`src/rtl/writeback_packer_if.sv`:
```
// Bus between the PE groups and the writeback packer, and from the packer to the feature-map BRAMs.
// The master side drives samples and control; the slave side is the packer itself.
interface writeback_packer_if #(
    parameter int NUM_CH    = 2,
    parameter int NUM_TERMS = 5,
    parameter int DW        = 8,
    parameter int LANES     = 8,
    parameter int AW        = 12
) ();
    localparam int WW = 8 * LANES;

    logic                            start;
    logic [AW-1:0]                   base_addr;
    logic                            relu_en;
    logic                            sat_en;
    logic                            sum_valid;
    logic [NUM_CH*NUM_TERMS*DW-1:0]  sum_in;
    logic                            flush;
    logic                            we;
    logic [AW-1:0]                   addr;
    logic [NUM_CH*WW-1:0]            din;
    logic                            busy;
    logic                            done;
    logic [AW:0]                     word_count;

    modport master (
        output start, base_addr, relu_en, sat_en, sum_valid, sum_in, flush,
        input  we, addr, din, busy, done, word_count
    );

    modport slave (
        input  start, base_addr, relu_en, sat_en, sum_valid, sum_in, flush,
        output we, addr, din, busy, done, word_count
    );
endinterface

```
`src/rtl/writeback_packer.sv`:
```
// Reduces partial sums per channel, post-processes to 8-bit activations and packs LANES
// activations per channel into one BRAM word, written to all channels in parallel.
module writeback_packer #(
    parameter int NUM_CH    = 2,
    parameter int NUM_TERMS = 5,
    parameter int DW        = 8,
    parameter int LANES     = 8,
    parameter int AW        = 12
) (
    input  logic                 clk,
    input  logic                 rst,
    writeback_packer_if.slave    bus
);
    localparam int WW = 8 * LANES;
    localparam int SW = DW + $clog2(NUM_TERMS);
    localparam int LW = (LANES > 1) ? $clog2(LANES) : 1;
    localparam logic signed [SW-1:0] SAT_MAX = 127;
    localparam logic signed [SW-1:0] SAT_MIN = -128;

    typedef enum logic [2:0] {S_IDLE, S_RUN, S_DRAIN, S_FLUSH, S_DONE} state_t;

    state_t                 r_state, w_state_next;
    logic                   r_drain_cnt;
    logic                   r_s1_valid, r_s1_relu, r_s1_sat;
    logic signed [SW-1:0]   r_s1_sum [NUM_CH];
    logic                   r_s2_valid;
    logic [7:0]             r_s2_byte [NUM_CH];
    logic [LW-1:0]          r_lane;
    logic [WW-1:0]          r_pack [NUM_CH];
    logic [AW-1:0]          r_wptr, r_addr;
    logic [NUM_CH*WW-1:0]   r_din;
    logic                   r_we;
    logic [AW:0]            r_word_count;

    logic                   w_accept, w_lane_last;
    logic [LW-1:0]          w_lane_next;
    logic signed [DW-1:0]   w_term;
    logic signed [SW-1:0]   w_sum       [NUM_CH];
    logic signed [SW-1:0]   w_relu_val  [NUM_CH];
    logic [7:0]             w_byte      [NUM_CH];
    logic [WW-1:0]          w_pack_next [NUM_CH];

    assign w_accept = (r_state == S_RUN) && bus.sum_valid;

    // NOTE: every combinational output gets a default before any branch, so no latch is inferred.
    always_comb begin
        w_term = '0;
        for (int c = 0; c < NUM_CH; c++) begin
            w_sum[c] = '0;
            for (int k = 0; k < NUM_TERMS; k++) begin
                w_term   = bus.sum_in[(c*NUM_TERMS+k)*DW +: DW];
                w_sum[c] = w_sum[c] + SW'(w_term);
            end
        end
    end

    // ReLU first, then either saturate to signed 8-bit or keep the low byte.
    always_comb begin
        for (int c = 0; c < NUM_CH; c++) begin
            w_relu_val[c] = (r_s1_relu && r_s1_sum[c] < 0) ? '0 : r_s1_sum[c];
            if (!r_s1_sat)                  w_byte[c] = w_relu_val[c][7:0];
            else if (w_relu_val[c] > SAT_MAX) w_byte[c] = 8'h7F;
            else if (w_relu_val[c] < SAT_MIN) w_byte[c] = 8'h80;
            else                            w_byte[c] = w_relu_val[c][7:0];
        end
    end

    always_comb begin
        w_lane_last = (r_lane == LW'(LANES - 1));
        w_lane_next = r_lane;
        for (int c = 0; c < NUM_CH; c++) w_pack_next[c] = r_pack[c];
        if (r_s2_valid) begin
            w_lane_next = w_lane_last ? '0 : r_lane + LW'(1);
            for (int c = 0; c < NUM_CH; c++)
                w_pack_next[c][WW-1-8*int'(r_lane) -: 8] = r_s2_byte[c];
        end
    end

    // NOTE: sequential state uses non-blocking assignments only; the small per-channel
    // arrays are reset along with everything else since they are plain flops, not RAM.
    always_ff @(posedge clk or negedge rst) begin
        if (!rst) begin
            r_s1_valid <= 1'b0;
            r_s1_relu  <= 1'b0;
            r_s1_sat   <= 1'b0;
            r_s2_valid <= 1'b0;
            for (int c = 0; c < NUM_CH; c++) begin
                r_s1_sum[c]  <= '0;
                r_s2_byte[c] <= '0;
            end
        end else if (bus.start) begin
            r_s1_valid <= 1'b0;
            r_s2_valid <= 1'b0;
        end else begin
            r_s1_valid <= w_accept;
            r_s2_valid <= r_s1_valid;
            if (w_accept) begin
                r_s1_relu <= bus.relu_en;
                r_s1_sat  <= bus.sat_en;
                for (int c = 0; c < NUM_CH; c++) r_s1_sum[c] <= w_sum[c];
            end
            if (r_s1_valid)
                for (int c = 0; c < NUM_CH; c++) r_s2_byte[c] <= w_byte[c];
        end
    end

    // A write fires on the byte that fills the word, or once in FLUSH for a partial word.
    always_ff @(posedge clk or negedge rst) begin
        if (!rst) begin
            r_we         <= 1'b0;
            r_addr       <= '0;
            r_din        <= '0;
            r_wptr       <= '0;
            r_word_count <= '0;
            r_lane       <= '0;
            for (int c = 0; c < NUM_CH; c++) r_pack[c] <= '0;
        end else begin
            r_we <= 1'b0;
            if (bus.start) begin
                r_wptr       <= bus.base_addr;
                r_word_count <= '0;
                r_lane       <= '0;
                for (int c = 0; c < NUM_CH; c++) r_pack[c] <= '0;
            end else if ((r_s2_valid && w_lane_last) || r_state == S_FLUSH) begin
                r_we         <= 1'b1;
                r_addr       <= r_wptr;
                r_wptr       <= r_wptr + AW'(1);
                r_word_count <= r_word_count + (AW+1)'(1);
                r_lane       <= '0;
                for (int c = 0; c < NUM_CH; c++) begin
                    r_din[c*WW +: WW] <= w_pack_next[c];
                    r_pack[c]         <= '0;
                end
            end else if (r_s2_valid) begin
                r_lane <= w_lane_next;
                for (int c = 0; c < NUM_CH; c++) r_pack[c] <= w_pack_next[c];
            end
        end
    end

    always_ff @(posedge clk or negedge rst) begin
        if (!rst) begin
            r_state     <= S_IDLE;
            r_drain_cnt <= 1'b0;
        end else begin
            r_state     <= w_state_next;
            r_drain_cnt <= (r_state == S_DRAIN && !bus.start) ? ~r_drain_cnt : 1'b0;
        end
    end

    // The DRAIN exit looks at the lane index after the last in-flight byte lands.
    always_comb begin
        w_state_next = r_state;
        if (bus.start) begin
            w_state_next = S_RUN;
        end else begin
            case (r_state)
                S_IDLE:  w_state_next = S_IDLE;
                S_RUN:   if (bus.flush) w_state_next = S_DRAIN;
                S_DRAIN: if (r_drain_cnt)
                             w_state_next = (w_lane_next != '0) ? S_FLUSH : S_DONE;
                S_FLUSH: w_state_next = S_DONE;
                S_DONE:  w_state_next = S_IDLE;
                default: w_state_next = S_IDLE;
            endcase
        end
    end

    assign bus.we         = r_we;
    assign bus.addr       = r_addr;
    assign bus.din        = r_din;
    assign bus.word_count = r_word_count;
    assign bus.busy       = (r_state == S_RUN) || (r_state == S_DRAIN) || (r_state == S_FLUSH);
    assign bus.done       = (r_state == S_DONE);
endmodule
```
`src/flat_wrapper.sv`:
```
// flat-port wrapper written by rule: the top's interface ports become plain ports
module writeback_packer_flat 
#(
    parameter int NUM_CH    = 2,
    parameter int NUM_TERMS = 5,
    parameter int DW        = 8,
    parameter int LANES     = 8,
    parameter int AW        = 12
)
  (clk, rst, bus_start, bus_base_addr, bus_relu_en, bus_sat_en, bus_sum_valid, bus_sum_in, bus_flush, bus_we, bus_addr, bus_din, bus_busy, bus_done, bus_word_count);
  writeback_packer_if #(.NUM_CH(NUM_CH), .NUM_TERMS(NUM_TERMS), .DW(DW), .LANES(LANES), .AW(AW)) bus_i ();
  input  logic clk;
  input  logic rst;
  input wire logic [$bits(bus_i.start)-1:0] bus_start;
  input wire logic [$bits(bus_i.base_addr)-1:0] bus_base_addr;
  input wire logic [$bits(bus_i.relu_en)-1:0] bus_relu_en;
  input wire logic [$bits(bus_i.sat_en)-1:0] bus_sat_en;
  input wire logic [$bits(bus_i.sum_valid)-1:0] bus_sum_valid;
  input wire logic [$bits(bus_i.sum_in)-1:0] bus_sum_in;
  input wire logic [$bits(bus_i.flush)-1:0] bus_flush;
  output wire logic [$bits(bus_i.we)-1:0] bus_we;
  output wire logic [$bits(bus_i.addr)-1:0] bus_addr;
  output wire logic [$bits(bus_i.din)-1:0] bus_din;
  output wire logic [$bits(bus_i.busy)-1:0] bus_busy;
  output wire logic [$bits(bus_i.done)-1:0] bus_done;
  output wire logic [$bits(bus_i.word_count)-1:0] bus_word_count;
  assign bus_i.start = bus_start;
  assign bus_i.base_addr = bus_base_addr;
  assign bus_i.relu_en = bus_relu_en;
  assign bus_i.sat_en = bus_sat_en;
  assign bus_i.sum_valid = bus_sum_valid;
  assign bus_i.sum_in = bus_sum_in;
  assign bus_i.flush = bus_flush;
  assign bus_we = bus_i.we;
  assign bus_addr = bus_i.addr;
  assign bus_din = bus_i.din;
  assign bus_busy = bus_i.busy;
  assign bus_done = bus_i.done;
  assign bus_word_count = bus_i.word_count;
  writeback_packer #(.NUM_CH(NUM_CH), .NUM_TERMS(NUM_TERMS), .DW(DW), .LANES(LANES), .AW(AW)) u_core (.clk(clk), .rst(rst), .bus(bus_i));
endmodule
```
`config.mk`:
```
export PLATFORM = sky130hd
export DESIGN_NAME = writeback_packer_flat
export DESIGN_NICKNAME = d
export VERILOG_FILES = /design/src/rtl/writeback_packer_if.sv /design/src/rtl/writeback_packer.sv /design/src/flat_wrapper.sv
export SDC_FILE = /design/constraint.sdc
export NUM_CORES = 1
export LEC_CHECK = 0
export ABC_AREA = 1
export CAP_MARGIN = 0
export CORE_ASPECT_RATIO = 1.25
export CORE_UTILIZATION = 35
export CTS_BUF_LIST = sky130_fd_sc_hd__clkbuf_4 sky130_fd_sc_hd__clkbuf_8
export DETAILED_ROUTE_END_ITERATION = 10
export HOLD_SLACK_MARGIN = 0.06
export PLACE_DENSITY_LB_ADDON = 0.2
export SLEW_MARGIN = 10
export SYNTH_ARGS = -nofsm -noshare
export SYNTH_HDL_FRONTEND = slang
export SYNTH_SLANG_ARGS = --single-unit
```
`constraint.sdc`:
```
create_clock -name clk -period 3.05 [get_ports clk]
set_clock_uncertainty 0.05 [all_clocks]
set_input_delay 0.7625 -clock clk [delete_from_list [all_inputs] [get_ports clk]]
set_output_delay 0.7625 -clock clk [all_outputs]
set_load 0.01 [all_outputs]
```
---- Word level (Yosys, flattened, before mapping) ----
Index checks and enable logic that the tools add are counted.
W data, S select, Z words.
operators by class
  add/subtract/negate cells ............... 13
  multiply operators ...................... 0
  div/mod/pow operators ................... 0
  $lt $le $gt $ge ......................... 6
  eq/ne operators ......................... 7
  shift operators ......................... 3
  multiplexer cells ....................... 33
  bitwise gates (word level) .............. 2
  reductions and logical operators ........ 16
operators with widths
  kind                       count
  $mux W128                  4
  $shiftx A8 B33 Y71         2
  $bwmux W64                 2
  $shift A8 B33 Y71 const A  1
  $mux W8                    6
  $add A11 B8 Y11            4
  $neg A32 Y33               1
  $mux W3                    9
  $mux W13                   2
  $mux W12                   2
  $gt A11 B8 Y1 const B      2
  $lt A11 B1 Y1 const B      2
  $lt A11 B8 Y1 const B      2
  $mux W11                   2
  $add A9 B8 Y10             2
  $add A8 B8 Y9              2
  $add A13 B1 Y13 const B    1
  $add A12 B1 Y12 const B    1
  $pmux W3 S3                1
  $reduce_and A2 Y1          4
  $sub A6 B6 Y7 const A      1
  $eq A3 B2 Y1 const B       2
  $eq A3 B3 Y1 const B       2
  $reduce_bool A3 Y1         2
  other kinds (10)           21
word-level totals
  flip-flop bits (word level) ............. 343
  bits in latches ......................... 0
  RAM bits ................................ 0
  bits in read-only memories .............. 0
  bits of input ports ..................... 99
  word-level logic and storage cells ...... 98
  memories kept ........................... 0

---- Logic depth before layout (Yosys ltp) ----
Gate-level depths: netlist (run 1).
  depth after elaboration ................. 8
  mapped depth ............................ 18

---- Worst setup path after synthesis (run 1) ----
Ideal clock, no wire load.
  path type ............................... input-to-reg
  from .................................... input port bus_sum_in[41]
  to ...................................... register u_core.r_s1_sum[7] in the netlist's numbering
  setup time .............................. 117 ps
  arrival time ............................ 3618 ps
  data required time ...................... 2883 ps
  setup slack ............................. -735 ps
  stages .................................. 13
  path through ............................ fa_1 > ha_1 > fa_1 > a31oi_1 > xor2_1 > fa_1 > ha_1 > nand2_1 > or2_2 > nand3_1 > nand2_1 > nand3_1 > nand2_1
between the ends
  cells in the longest elaborated chain, start to end .. 4
ends and longest elaborated chain
  item                             line                    text
  from (decl)                      flat_wrapper.sv:19      input wire logic [$bits(bus_i.sum_in)-1:0] bus_sum_in;
  $add A8 B8 Y9                    writeback_packer.sv:52  w_sum[c] = w_sum[c] + SW'(w_term);
  $add A9 B8 Y10                   writeback_packer.sv:52
  $add A11 B8 Y11 (2 in series)    writeback_packer.sv:52
  to (signal, indexed assignment)  writeback_packer.sv:88  r_s1_sum[c] <= '0;
  to (decl)                        writeback_packer.sv:25  logic signed [SW-1:0] r_s1_sum [NUM_CH];
No other way between the ends.
A chain may end at the register's enable or synchronous reset.

---- Worst setup path after layout (run 1) ----
  from .................................... input port bus_sum_in[1]
  to ...................................... register u_core.r_s1_sum[21] in the netlist's numbering
The elaborated chain is that of the path after synthesis.

==> run_results.csv, run 1 <==
group,metric,value,unit
final_layout,instances_no_fill,2931,
critical_path,crit_type,"in2reg",
timing,fmax,302,MHz
final_layout,drive_gt1_frac,0.162,
place,dp_cells,2829,
route,via_count,14400,
route,first_pass_iters,5,
synthesis,syn-cell-area,16800,um2
timing,hold_viol,0,
critical_path,end_kind,"register",
place,finalWeightedCongestion,0.850,
global_route,grt_pass1_vias,14500,
final_layout,multi_input_area,8230,um2
final_layout,area_growth,33.1,%
clocking,clockBufferDepth,3,
final_layout,final-seq-area,8580,um2
critical_path,arrival,3.74,ns
global_route,antenna_found_initial,1,
timing,rsz0062_at_grt,"true",
synthesis,synth_area_leader_cell,"dfrtp_1",
synthesis,syn_inst,1967,
die,dieArea,48800,um2
global_route,grt-ovfl-total,0,
synthesis,synthesis.nets,2148,
timing,timing.hold.ws,0.424,ns
die,die_height,247,um
synthesis,synth-edff-count,0,
run,cap_violations,0,
timing,fin_ws,-0.260,ns
place,io_buffers,254,
final_layout,fin_area,22300,um2
power_and_ir_drop,total_power,15.3,mW
route,drt-total-wl,49.0,mm
synthesis,ys_types,39,
final_layout,mostFrequentLayoutCells,"nand2_1 (564), dfrtp_1 (343), clkdlybuf4s50_1 (204), nor2_1 (169), nand3_1 (118)",
route,postRouteAntennaNets,0,
final_layout,nFillCells,4633,
route,drcViolationCount,0,
global_route,grt_max_degree,126,
timing,worst_slew_pin_slew,0.686,ns
route,wl_per_cell,16.7,um
die,die_x,198,um
timing,setup_viol,12,
die,rows,89,
power_and_ir_drop,p_leak,10.2,nW
clocking,cts_htree_levels,2,
clocking,cts_buffers,51,
worst_hold_path,hp-class,"reg2reg",
route,via_per_inst,4.91,
global_route,grt_pass1_wl,78.0,mm
critical_path,cp-start-kind,"input port",
timing,min_period,3.31,ns
critical_path,required,3.48,ns
clocking,cts_tree,"done",
power_and_ir_drop,irDropWorstVdd,0.307,mV
final_layout,nets,2440,
timing,max-slew-margin-rel,0.542,
status,status,"finished, violations left",
route,drt_iter0_markers,850,
synthesis,synth-seq-cells,343,
place,placed_area,20600,um2
final_layout,finish.utilization,0.473,
power_and_ir_drop,p_per_area,684,nW/um2
synthesis,synth-main-ff-cell,"dfrtp_1",
timing,fin_crit_sh,1.09,
clocking,cts.sinks,343,
synthesis,syn_avg_cell_area,8.53,um2
synthesis,yosysTopAreaCellShare,0.511,
clocking,cts_root_buf,"clkbuf_8",
place,pre_cts_ws,-1.23,ns
final_layout,mostFrequentLayoutCell,"nand2_1",
die,io_pins,255,
synthesis,async_flop_share,1.00,
status,violations,"setup timing",
timing,final.setup.tns,-2.18,ns
synthesis,ys_warn_count,0,
clocking,clock_latency,0.59,ns
synthesis,seq_area_frac_synth,0.511,
clocking,clkTransAtPathRegs,0.06,ns
die,core,47200,um2
synthesis,synth_area_leaders,"dfrtp_1 (51%), nand2_1 (13%), fa_1 (4.8%), nor2_1 (4.1%), nand3_1 (3.9%)",
place,hpwl,33.8,mm
timing,slew_viol_final,0,
global_route,grtUsageTotal,0.203,
die,initial_core_util,0.355,
critical_path,critPathMaxFanout,4,
-- layer usage --
metal / track usage / wire [um] / vias up
met3: 0.0315 / 2460 / 74
met1: 0.258 / 20700 / 7007
li1: - / - / 6974
met5: 0 / 0 / -
met4: 0.0746 / 1520 / 0
met2: 0.347 / 24300 / 345
-- cell families after synthesis --
group | after synthesis | share of synthesized area
and+or+nand+nor | 1009 | 0.247
DFF | 343 | 0.511
AOI/OAI and AO/OA | 290 | 0.0948
buffers and inverters | 220 | 0.0552
adders and majority gates | 82 | 0.0790
xor gates and xnor gates | 23 | 0.0120
-- worst paths after layout --
| check | startpoint | endpoint | slack, ns | cells after the start |
|---|---|---|---|---|
| max | bus_sum_in[1] | u_core.r_s1_sum[21] | -0.26 | 17 |
| min in group asynchronous | rst | u_core.bus.addr[3] | 0.63 | 2 |
| min reg2reg | u_core.bus.din[52] | u_core.bus.din[52] | 0.42 | 2 |
| max in group asynchronous | rst | u_core.bus.din[108] | 1.51 | 3 |
| min | u_core.bus.din[52] | u_core.bus.din[52] | 0.42 | 2 |
| max reg2reg | u_core.r_lane[1] | u_core.r_wptr[11] | 0.53 | 10 |
-- registers in the layout (all words and copies together), names as in the netlist --
register               cells
u_core.bus.din           128
u_core.r_pack            128
u_core.r_s1_sum           22
u_core.r_s2_byte          16
u_core.bus.word_count     13
u_core.bus.addr           12
u_core.r_wptr             12
u_core.r_lane              3
u_core.r_state             3
u_core.bus.we              1
u_core.r_drain_cnt         1
u_core.r_s1_relu           1
u_core.r_s1_sat            1
u_core.r_s1_valid          1
u_core.r_s2_valid          1
-- cell usage after synthesis, types with 5 or more instances --
| cell | n |
|---|---|
| nor2_1 | 183 |
| nand3_1 | 130 |
| xor2_1 | 13 |
| o211ai_1 | 5 |
| dfrtp_1 | 343 |
| inv_2 | 6 |
| o21bai_1 | 7 |
| buf_4 | 9 |
| xnor2_1 | 10 |
| o2bb2ai_1 | 20 |
| ha_1 | 42 |
| a21oi_1 | 73 |
| nor3_1 | 57 |
| buf_2 | 42 |
| o21ai_0 | 92 |
| fa_1 | 40 |
| clkbuf_1 | 48 |
| o21a_1 | 5 |
| nand2_1 | 602 |
| nand3b_1 | 5 |
| inv_1 | 109 |
| o21ai_1 | 77 |
| nand4_1 | 18 |
-- power breakdown --
| group | total, mW | switching, mW | internal (mW) |
|---|---|---|---|
| sequential | 5.76 | 0.698 | 5.06 |
| clock | 3.88 | 1.78 | 2.10 |
| combinational | 5.65 | 3.01 | 2.64 |
-- worst max-delay path, cell delays in order --
cell and delay (ns):
buf_6 0.09, fa_1 0.52, ha_4 0.19, fa_2 0.38, nand4_1 0.11, nand3_2 0.11, xnor2_2 0.17, fa_1 0.53
inv_2 0.05, ha_4 0.31, nand2_4 0.07, nor2_4 0.13, nand3_2 0.10, nand3_2 0.06, nand2_1 0.05, nand3_1 0.06
nand2_1 0.05
-- repair_timing --
item                                    4_1_cts  5_1_grt
pin swaps                                   130       75
endpoints found under the setup margin       18       14
buffers inserted                             11        2
gates resized for setup                     222       64
hold buffers                                  1        0
hold endpoints to repair                     44        0
-- cell type report --
type                    count  share of cell area
flip-flops and latches    343               0.384
multi-input cells        1404               0.368
inverters                 117              0.0199
clock inverters            12             0.00381
diodes                      1            0.000112
clock buffers              75              0.0431
repair buffers            342               0.145
well taps                 637              0.0357
Note: power is estimated with default switching activity, not from simulation.
==> run 2, diff against run 1 <==
- CORE_UTILIZATION: 35 -> 49
==> run 2 against run 1 <==
Against the previous run: the run still ends with setup timing left; critical endpoint unchanged; sequential cell count did not move; sequential power barely moved; setup slack got worse by 0.026 ns; clock power rose by 4%; routed wire length fell by 7.2%; highest routed layer unchanged; non-clock buffer count fell by 6; critical path type unchanged.
==> run_results.csv, run 2 (synthesis gave the netlist of run 1 again) <==
group,metric,value,unit
clocking,cts_tree,"done",
timing,hold_viol,0,
place,io_buffers,254,
clocking,clkTransAtPathRegs,0.07,ns
timing,setup_viol,15,
timing,rsz0062_at_grt,"true",
place,pre_cts_ws,-1.21,ns
route,drt-total-wl,45.4,mm
route,wl_met1,18.3,mm
clocking,clockBufferDepth,3,
critical_path,crit_type,"in2reg",
place,hpwl,30.9,mm
timing,slew_viol_final,0,
clocking,cts_htree_levels,2,
critical_path,arrival,3.76,ns
power_and_ir_drop,total_power,15.5,mW
clocking,cts_buffers,51,
die,dieArea,35000,um2
worst_hold_path,hp-class,"in2async",
timing,min_period,3.34,ns
critical_path,worstPathCellList,"buf_6 > fa_1 > ha_4 > fa_2 > nand4_1 > nand3_2 > xnor2_2 > fa_1 > inv_2 > ha_4 > nand2_2 > nand2_4 > a21oi_4 > nand4_1 > nand3_1 > nand2_1",
power_and_ir_drop,p_int,10.0,mW
final_layout,finish.utilization,0.656,
route,routed-wl-met2,22.7,mm
power_and_ir_drop,irDropWorstVdd,0.417,mV
timing,worst_slew_pin_slew,0.771,ns
critical_path,required,3.48,ns
final_layout,n_antenna_cell,0,
critical_path,rr_startpoint,"u_core.r_lane[2]",
route,drcViolationCount,0,
final_layout,nets,2434,
global_route,grtUsageTotal,0.265,
power_and_ir_drop,clock_power_share,0.260,
route,drt_iter0_markers,910,
global_route,grt-ovfl-total,0,
timing,fmax,300,MHz
power_and_ir_drop,comb_power_share,0.368,
place,dp_cells,2611,
die,initial_core_util,0.498,
critical_path,r2r_slack,0.39,ns
critical_path,rr_worst_depth,8,
final_layout,mostFrequentLayoutCells,"nand2_1 (557), dfrtp_1 (343), clkdlybuf4s50_1 (204), nor2_1 (172), nand3_1 (116)",
route,wl_per_cell,16.8,um
route,top_layer_used,"met4",
global_route,grt_pass1_vias,14500,
route,first_pass_iters,7,
clocking,clock_latency,0.59,ns
route,via_per_inst,5.37,
die,io_pins,255,
global_route,grt_pass1_wl,74.0,mm
critical_path,cp.depth,16,
power_and_ir_drop,seqPwrFrac,0.372,
critical_path,worst-path-buf-inv,2,
route,met3_wirelength,2.37,mm
critical_path,cp-start-kind,"input port",
die,core,33700,um2
timing,fin_crit_sh,1.09,
critical_path,cp_slowest_cell,"fa_1",
critical_path,critical-path-top-delay-family,"adder cells",
clocking,cts.sinks,343,
timing,max-slew-margin-rel,0.486,
timing,fin_ws,-0.286,ns
clocking,cts_root_buf,"clkbuf_8",
status,status,"finished, violations left",
status,violations,"setup timing",
critical_path,critPathMaxFanout,4,
route,postRouteAntennaNets,0,
power_and_ir_drop,p_leak,10.2,nW
critical_path,cpPeakStageDelay,0.52,ns
critical_path,end_kind,"register",
final_layout,drive_gt1_frac,0.166,
die,rows,75,
die,die_height,209,um
global_route,grt_max_degree,199,
run,cap_violations,0,
power_and_ir_drop,power_switching,5.42,mW
final_layout,mostFrequentLayoutCell,"nand2_1",
critical_path,r2r-end,"u_core.r_wptr[8]",
place,finalWeightedCongestion,0.865,
power_and_ir_drop,p_per_area,699,nW/um2
final_layout,area_growth,31.7,%
route,via_count,14600,
die,die_x,168,um
global_route,antenna_found_initial,0,
timing,timing.hold.ws,0.0840,ns
power_and_ir_drop,p_sw_frac,0.351,
final_layout,instances_no_fill,2712,
run 2: repair_timing:
item / 4_1_cts / 5_1_grt
endpoints found under the setup margin: 18 / 14
gates resized for setup: 242 / 66
hold endpoints to repair: 0 / 0
hold buffers: 0 / 0
buffers inserted: 9 / 4
pin swaps: 128 / 95
run 2: area by class of cell:
type,count,area (um2)
fill,2837,11600
sequential,343,8580
multi-input combinational,1404,8270
timing repair buffer,336,3160
clock buffer,83,1060
tap,423,529
inverter,117,444
clock inverter,6,58.8
run 2: how the worst max path moves through the flow:
stage,start,to,slack [ns]
3_3_place_gp,bus_sum_in[23],u_core.r_s1_sum[21],-1.20
4_1_cts,bus_sum_in[57],u_core.r_s1_sum[10],-0.22
2_1_floorplan,bus_sum_in[17],u_core.r_s1_sum[21],-0.58
3_5_place_dp,bus_sum_in[17],u_core.r_s1_sum[21],-1.21
6_report,bus_sum_in[17],u_core.r_s1_sum[21],-0.29
5_1_grt,bus_sum_in[41],u_core.r_s1_sum[10],-0.40
run 2: routing by layer:
layer  track usage  up-vias
li1              -     6947
met5             0        -
met4         0.126        0
met2         0.453      458
met3        0.0383      103
met1         0.332     7061
run 2: power groups by stage:
| stage | registers, mW | logic [mW] | clock network, mW |
|---|---|---|---|
| finish | 5.74 | 5.69 | 4.02 |
| global route | 5.78 | 6.29 | 4.29 |
| CTS | 5.72 | 5.33 | 4.09 |
| detailed placement | 5.80 | 4.66 | 0 |
| global placement | 5.78 | 4.60 | 0 |
| floorplan | 5.57 | 2.81 | 0 |
run 2: through the flow:
stage	cell area (um2)	TNS, ns
2_1_floorplan	17000	-7.56
3_3_place_gp	20200	-18.66
4_1_cts	21900	-1.73
5_1_grt	22100	-3.90
6_report	22100	-2.38
3_5_place_dp	20200	-19.07
run 2: worst register-to-register path, stage by stage, from the launching register on:
cell     delay (ns)
dfrtp_1        0.55
ha_1           0.33
nand2_4        0.24
nand2_4        0.18
nand2_8        0.19
buf_12         0.58
nor2_1         0.21
nand4_1        0.11
nand4_1        0.08
==> run 3, diff against run 2 <==
- CTS_CLUSTER_DIAMETER: not set -> 50
==> results of run 3 <==
Final layout, timing and power as in run 2 (identical DEF).
